**src/rtl/button_event.sv**
```systemverilog
// Push-button event decoder on the 1 ms tick: turns a debounced level into press, release,
// click, long-press and auto-repeat pulses plus a held level. All outputs are registered.
module button_event #(
  parameter int unsigned LONG_MS   = 500,
  parameter int unsigned REPEAT_MS = 100
) (
  input  logic clk_1ms,
  input  logic rst_n,
  input  logic pbreg,
  input  logic repeat_en,
  output logic press_pulse,
  output logic release_pulse,
  output logic click_pulse,
  output logic long_pulse,
  output logic repeat_pulse,
  output logic held
);

  typedef enum logic [1:0] {
    StIdle    = 2'd0,
    StPressed = 2'd1,
    StLong    = 2'd2
  } state_e;

  localparam logic [15:0] HoldLast   = 16'(LONG_MS - 1);
  localparam logic [15:0] RepeatLast = 16'(REPEAT_MS - 1);

  state_e      state_q, state_d;
  logic [15:0] hold_q, hold_d;
  logic [15:0] rpt_q, rpt_d;
  logic        press_q, press_d;
  logic        release_q, release_d;
  logic        click_q, click_d;
  logic        long_q, long_d;
  logic        repeat_q, repeat_d;
  logic        held_q, held_d;

  always_comb begin
    state_d   = state_q;
    hold_d    = hold_q;
    rpt_d     = rpt_q;
    press_d   = 1'b0;
    release_d = 1'b0;
    click_d   = 1'b0;
    long_d    = 1'b0;
    repeat_d  = 1'b0;

    unique case (state_q)
      StIdle: begin
        if (pbreg) begin
          state_d = StPressed;
          hold_d  = 16'd1;
          press_d = 1'b1;
        end
      end
      StPressed: begin
        // Release is tested first so it wins over an expiring hold count.
        if (!pbreg) begin
          state_d   = StIdle;
          hold_d    = 16'd0;
          release_d = 1'b1;
          click_d   = 1'b1;
        end else if (hold_q >= HoldLast) begin
          state_d = StLong;
          rpt_d   = 16'd0;
          long_d  = 1'b1;
        end else begin
          hold_d = hold_q + 16'd1;
        end
      end
      StLong: begin
        if (!pbreg) begin
          state_d   = StIdle;
          hold_d    = 16'd0;
          rpt_d     = 16'd0;
          release_d = 1'b1;
        end else if (!repeat_en) begin
          rpt_d = 16'd0;
        end else if (rpt_q >= RepeatLast) begin
          rpt_d    = 16'd0;
          repeat_d = 1'b1;
        end else begin
          rpt_d = rpt_q + 16'd1;
        end
      end
      default: begin
        state_d = StIdle;
        hold_d  = 16'd0;
        rpt_d   = 16'd0;
      end
    endcase

    held_d = (state_d != StIdle);
  end

  always_ff @(posedge clk_1ms or negedge rst_n) begin
    if (!rst_n) begin
      state_q   <= StIdle;
      hold_q    <= 16'd0;
      rpt_q     <= 16'd0;
      press_q   <= 1'b0;
      release_q <= 1'b0;
      click_q   <= 1'b0;
      long_q    <= 1'b0;
      repeat_q  <= 1'b0;
      held_q    <= 1'b0;
    end else begin
      state_q   <= state_d;
      hold_q    <= hold_d;
      rpt_q     <= rpt_d;
      press_q   <= press_d;
      release_q <= release_d;
      click_q   <= click_d;
      long_q    <= long_d;
      repeat_q  <= repeat_d;
      held_q    <= held_d;
    end
  end

  assign press_pulse   = press_q;
  assign release_pulse = release_q;
  assign click_pulse   = click_q;
  assign long_pulse    = long_q;
  assign repeat_pulse  = repeat_q;
  assign held          = held_q;

endmodule

```
**config.mk**
```make
export PLATFORM = sky130hd
export DESIGN_NAME = button_event
export DESIGN_NICKNAME = d
export VERILOG_FILES = /design/src/rtl/button_event.sv
export SDC_FILE = /design/constraint.sdc
export NUM_CORES = 1
export LEC_CHECK = 0
export CORE_ASPECT_RATIO = 0.9
export CORE_MARGIN = 8
export CORE_UTILIZATION = 25
export CTS_CLUSTER_DIAMETER = 30
export DETAILED_ROUTE_END_ITERATION = 12
export PLACE_DENSITY = 0.43
export SYNTH_ARGS = -nofsm -noshare
export SYNTH_HDL_FRONTEND = slang
export SYNTH_SLANG_ARGS = --single-unit
```
**constraint.sdc**
```tcl
create_clock -name clk_1ms -period 2.2 [get_ports clk_1ms]
set_input_delay 0.33 -clock clk_1ms [delete_from_list [all_inputs] [get_ports clk_1ms]]
set_output_delay 0.33 -clock clk_1ms [all_outputs]
set_load 0.03 [all_outputs]
```
==> results of run 1 <==
-- layout make-up --
type	instances	area, um^2	share of cell area [%]
Clock buffer	7	86.3	3.59
Clock inverter	1	7.51	0.312
Inverter	6	22.5	0.937
Multi-Input combinational cell	134	910	37.8
Sequential cell	40	1000	41.6
Tap cell	96	120	4.99
Timing Repair Buffer	32	258	10.7
-- path summary, 6_finish.rpt --
| kind | from | end | cells after the start |
|---|---|---|---|
| worst max-delay path | hold_q[0]$_DFFE_PN0P_ | hold_q[7]$_DFFE_PN0P_ | 6 |
| worst min-delay path | rst_n | hold_q[10]$_DFFE_PN0P_ | 1 |
| min in group clk_1ms | hold_q[14]$_DFFE_PN0P_ | hold_q[14]$_DFFE_PN0P_ | 1 |
| worst max register to register | hold_q[0]$_DFFE_PN0P_ | hold_q[7]$_DFFE_PN0P_ | 6 |
| max in group asynchronous | rst_n | rpt_q[1]$_DFFE_PN0P_ | 2 |
| worst min register to register | hold_q[14]$_DFFE_PN0P_ | hold_q[14]$_DFFE_PN0P_ | 1 |
-- report_power, final --
part / switching (mW) / internal, mW / total [mW]
logic: 0.350 / 0.249 / 0.599
clock network: 0.268 / 0.255 / 0.523
registers: 0.0305 / 0.788 / 0.818
total: 0.648 / 1.29 / 1.94
-- critical path, stage by stage (launching register included) --
cell and delay [ns]:
dfrtp_1 0.39, ha_2 0.19, or3_4 0.40, a311oi_4 0.34, o21ai_2 0.15, or4_4 0.49
a21boi_2 0.12
-- per-layer routing --
layer	global-route usage (%)	vias up	routed length, um
met2	12.5	16	1900
met4	4.16	0	89
met1	11.9	673	2150
met5	0	-	0
met3	1.57	7	136
li1	-	754	-
-- metrics by stage --
| step | hold slack (ns) | std cells | setup TNS (ns) | utilization, % | power [mW] |
|---|---|---|---|---|---|
| after detailed placement | 0.338 | 306 | -0.261 | 30.1 | 1.41 |
| after CTS | 0.0101 | 316 | 0 | 31.8 | 1.97 |
| after floorplan | 0.0344 | 184 | 0 | - | 1.15 |
| after global routing | 0.0219 | 316 | -0.247 | 32.2 | 2.08 |
| final | -0.00619 | 316 | 0 | 32.2 | 1.94 |
| after global placement | 0.336 | 306 | -0.274 | 30.1 | 1.41 |
-- cell usage in the layout, fill, tap and decap left out, types with 4 or more instances in the layout --
cell type,synthesis,routed
o21ai_1,10,10
a21oi_1,5,5
buf_4,0,23
dfrtp_1,40,40
inv_1,6,6
nor4_1,5,4
clkdlybuf4s50_1,0,8
a31oi_1,4,4
and2_1,7,7
clkbuf_8,0,6
nand3_1,7,7
nand2_1,18,18
nand4_1,4,4
nor2_1,16,16
ha_1,6,5
a41oi_1,4,4
o31ai_1,4,4
-- logic make-up (layout without fill, tap and decap cells) --
| family | Yosys count | in the layout | synth area share, % |
|---|---|---|---|
| AOI/OAI and AO/OA | 48 | 48 | 18.9 |
| buffers and inverters | 10 | 46 | 2.04 |
| DFF | 40 | 40 | 52.7 |
| xor gates and xnor gates | 1 | 1 | 0.461 |
| muxes | 1 | 1 | 0.724 |
| and+or+nand+nor | 78 | 78 | 21.3 |
| adders and majority gates | 6 | 6 | 3.95 |
-- sequential cells by signal, indices dropped and copies added, names as in the netlist --
register,cells
state_q,2
long_pulse,1
repeat_pulse,1
press_pulse,1
click_pulse,1
release_pulse,1
held,1
rpt_q,16
hold_q,16
-- timing repair --
action                     CTS  global route
pin swaps                    4             2
setup endpoints to repair    4            13
setup buffers                2             0
resized for setup            3             6
==> reports/qor.txt, run 1 <==
static leakage power -> 1.04 nW
CTS tree -> done
sequential area share after synthesis -> 52.7%
Worst EP required -> 2.42 ns
Mapped Cells -> 184
htree depth -> 2
die area -> 0.0107 mm^2
Max Transition Viols Final -> 0
DR pass1 iterations -> 4
first-pass GRT wire length -> 7430 um
Synth top cells by count -> dfrtp_1 (40), nand2_1 (18), nor2_1 (16)
crit share post-route -> 98.2%
Max clock buf depth -> 2
initial drt markers -> 31
CTS root buffer -> clkbuf_8
Max-Slew Margin vs Limit -> 64.8%
HPWL Detailed -> 3100 um
hold violation count in the final report -> 9
Total GRT Usage -> 8.62%
Mapped Area -> 0.00190 mm^2
top post-synthesis cells by area -> dfrtp_1 (53%), ha_1 (3.9%), nand2_1 (3.6%)
FP Rows -> 30
PwrDens -> 807 mW/mm^2
clk_lat worst skew -> 0.30 ns
DR WL/cell -> 13.5 um
Distinct cells, synth -> 40
Final Cell Area -> 0.00240 mm^2
GRT Residual Overflow -> 0
Hold WS -> -0.00619 ns
Hold/Removal Path Class -> input pin to async pin
pre-CTS setup slack -> -0.0622 ns
EDFF count, synth -> 0
Core Box Area -> 0.00747 mm^2
Yosys reg bits -> 40
via count -> 1450
Critical Path AT -> 2.39 ns
placed cell area -> 0.00225 mm^2
vias per inst -> 4.59
layout cells sized above 1 -> 20.0%
minimum clock period -> 2.16 ns
Die Wd -> 108 um
post-synthesis average cell area -> 10.3 um^2
fin nets -> 229
Setup WS post-layout -> 0.0393 ns
setup slack, reg-to-reg -> 0.04 ns
post-synth net total -> 194
drc violations -> 0
ys flop type -> dfrtp_1
count leader, synth -> dfrtp_1
io pins -> 10
Antenna Cells -> 0
CP Capture Type -> flip-flop
Peak VDD IR -> 0.000233 V
failing checks -> negative hold slack
Yosys top cell area share -> 52.7%
Fin Clk Skew -> 0.00876 ns
Initial Utilization -> 25.4%
RePlAce Congestion -> 0.731
Hold-fix buffers, CTS -> 0
fillcell total -> 768
final number of setup-violating endpoints -> 0
RSZ-0062 raised after global routing -> yes
initial antenna violation count -> 0
largest net degree at the start of global routing -> 23
Max Cap Viol -> 0
final antenna-violating net count -> 0
worst-margin pin slew -> 0.528 ns
Die Ht -> 98.7 um
CTS Sinks -> 40
Worst-path clk slew -> 0.08 ns
final WL -> 4280 um
WS Path Type -> flip-flop to flip-flop
vias in the first global route -> 1453
leading area contributor after synthesis -> dfrtp_1
fmax -> 0.463 GHz
Layout area overhead -> 26.5%
port bufs -> 9
CP startpoint kind -> flip-flop
status -> complete, but fails checks
share of flip-flops with an asynchronous set or reset -> 100%
YS warnings -> 0
CP Max Fanout -> 4
CTS buffer count -> 5
No activity file was read; power rests on OpenSTA's default activity.
==> inputs of run 2 (changes only) <==
--- a/config.mk
+++ b/config.mk
@@ -10,7 +10,7 @@
 export CORE_UTILIZATION = 25
 export CTS_CLUSTER_DIAMETER = 30
 export DETAILED_ROUTE_END_ITERATION = 12
-export PLACE_DENSITY = 0.43
+export SKIP_CTS_REPAIR_TIMING = 1
 export SYNTH_ARGS = -nofsm -noshare
 export SYNTH_HDL_FRONTEND = slang
 export SYNTH_SLANG_ARGS = --single-unit
==> reports/qor.txt, run 2 (synthesized netlist as in run 1, its figures left out) <==
Die Wd -> 108 um
Worst-path clk slew -> 0.07 ns
initial drt markers -> 54
Die Ht -> 98.7 um
vias per inst -> 4.83
combinational share of power -> 31.3%
layout cells sized above 1 -> 18.1%
via count -> 1508
Critical Path AT -> 2.43 ns
failing checks -> negative hold slack, negative setup slack
CP Capture Type -> flip-flop
Core Box Area -> 0.00747 mm^2
switch share -> 33.4%
final WL -> 4120 um
Hold/Removal Path Class -> input pin to async pin
Setup WS post-layout -> -0.0165 ns
CTS buffer count -> 5
Fin Clk Skew -> 0.00820 ns
switching power -> 0.621 mW
largest net degree at the start of global routing -> 21
setup TNS -> -0.0165 ns
placed cell count -> 304
vias in the first global route -> 1458
CTS tree -> done
CP startpoint kind -> flip-flop
GRT Residual Overflow -> 0
P_int -> 1.24 mW
Layout Utilization -> 31.7%
Antenna Cells -> 0
Max clock buf depth -> 2
final antenna-violating net count -> 0
final number of setup-violating endpoints -> 1
CP Max Fanout -> 4
initial antenna violation count -> 0
FP Rows -> 30
Total GRT Usage -> 8.09%
post-route insts no fill -> 312
CTS root buffer -> clkbuf_8
Slowest cell on crit path -> or4_1
Peak VDD IR -> 0.000276 V
worst-margin pin slew -> 0.562 ns
fmax -> 0.451 GHz
Worst EP required -> 2.41 ns
top flop regs -> hold_q: 16 flops, rpt_q: 16 flops, state_q: 2 flops
fillcell total -> 750
port bufs -> 9
Max Transition Viols Final -> 0
Max-Slew Margin vs Limit -> 62.6%
most common cell after layout, fill and taps aside -> dfrtp_1
HPWL Detailed -> 2960 um
Initial Utilization -> 25.4%
io pins -> 10
drc violations -> 0
RSZ-0062 raised after global routing -> yes
CTS Sinks -> 40
CP peak stage delay -> 0.49 ns
Clock power frac -> 24.6%
fin nets -> 226
hold violation count in the final report -> 18
first-pass GRT wire length -> 6980 um
die area -> 0.0107 mm^2
static leakage power -> 1.03 nW
WS Path Type -> flip-flop to flip-flop
crit path buf inv count -> 0
minimum clock period -> 2.22 ns
DR pass1 iterations -> 4
Layout area overhead -> 24.7%
Hold WS -> -0.0237 ns
status -> complete, but fails checks
PwrDens -> 786 mW/mm^2
most frequent cells in the layout -> dfrtp_1 (40), buf_4 (20), nand2_1 (18), nor2_1 (16), o21ai_1 (10)
clk_lat worst skew -> 0.29 ns
RePlAce Congestion -> 0.788
Sequential Power Share -> 44.1%
Total Power -> 1.86 mW
CP top delay family -> simple AND/OR/NAND/NOR gates
crit share post-route -> 101%
Max Cap Viol -> 0
DR WL/cell -> 13.2 um
CP Cell Sequence -> ha_2 > or3_4 > a311oi_4 > o21ai_2 > or4_1 > a21boi_1
htree depth -> 2
==> run 2: per-stage QoR <==
stage | setup slack, ns | instance area, um^2
after global placement | -0.0342 | 2230
final | -0.0165 | 2370
after global routing | -0.0850 | 2370
after floorplan | 0.0236 | 1900
after detailed placement | -0.0707 | 2230
after CTS | -0.102 | 2310
==> run 2: cell type report <==
type	count	area [um^2]	share of cell area (%)
inverter	6	22.5	0.950
clock inverter	1	5.00	0.211
multi-input combinational	134	913	38.5
clock buffer	6	72.6	3.06
tap	96	120	5.07
timing repair buffer	29	235	9.93
sequential	40	1000	42.2
==> run 2: path summary, 6_finish.rpt <==
check	startpoint	to	slack [ns]	cells after the start
hold / removal	rst_n	hold_q[9]$_DFFE_PN0P_	-0.02	1
setup / recovery	hold_q[1]$_DFFE_PN0P_	hold_q[6]$_DFFE_PN0P_	-0.02	6
setup reg to reg	hold_q[1]$_DFFE_PN0P_	hold_q[6]$_DFFE_PN0P_	-0.02	6
min in group clk_1ms	hold_q[14]$_DFFE_PN0P_	hold_q[14]$_DFFE_PN0P_	0.49	1
max in group asynchronous	rst_n	repeat_pulse$_DFF_PN0_	1.66	2
hold reg to reg	hold_q[14]$_DFFE_PN0P_	hold_q[14]$_DFFE_PN0P_	0.49	1
==> run 2: power groups by stage <==
stage	combinational (mW)	sequential, mW	clock [mW]
2_1_floorplan	0.263	0.887	0
3_3_place_gp	0.536	0.835	0
3_5_place_dp	0.533	0.834	0
4_1_cts	0.538	0.820	0.480
5_1_grt	0.642	0.827	0.518
6_report	0.582	0.821	0.458
==> run 2: routing by layer <==
metal,global-route usage [%],wire length [um],up-vias
met4,2.56,28,0
met2,12.1,1880,18
met1,10.8,2070,736
li1,-,-,749
met3,2.54,139,5
met5,0,0,-
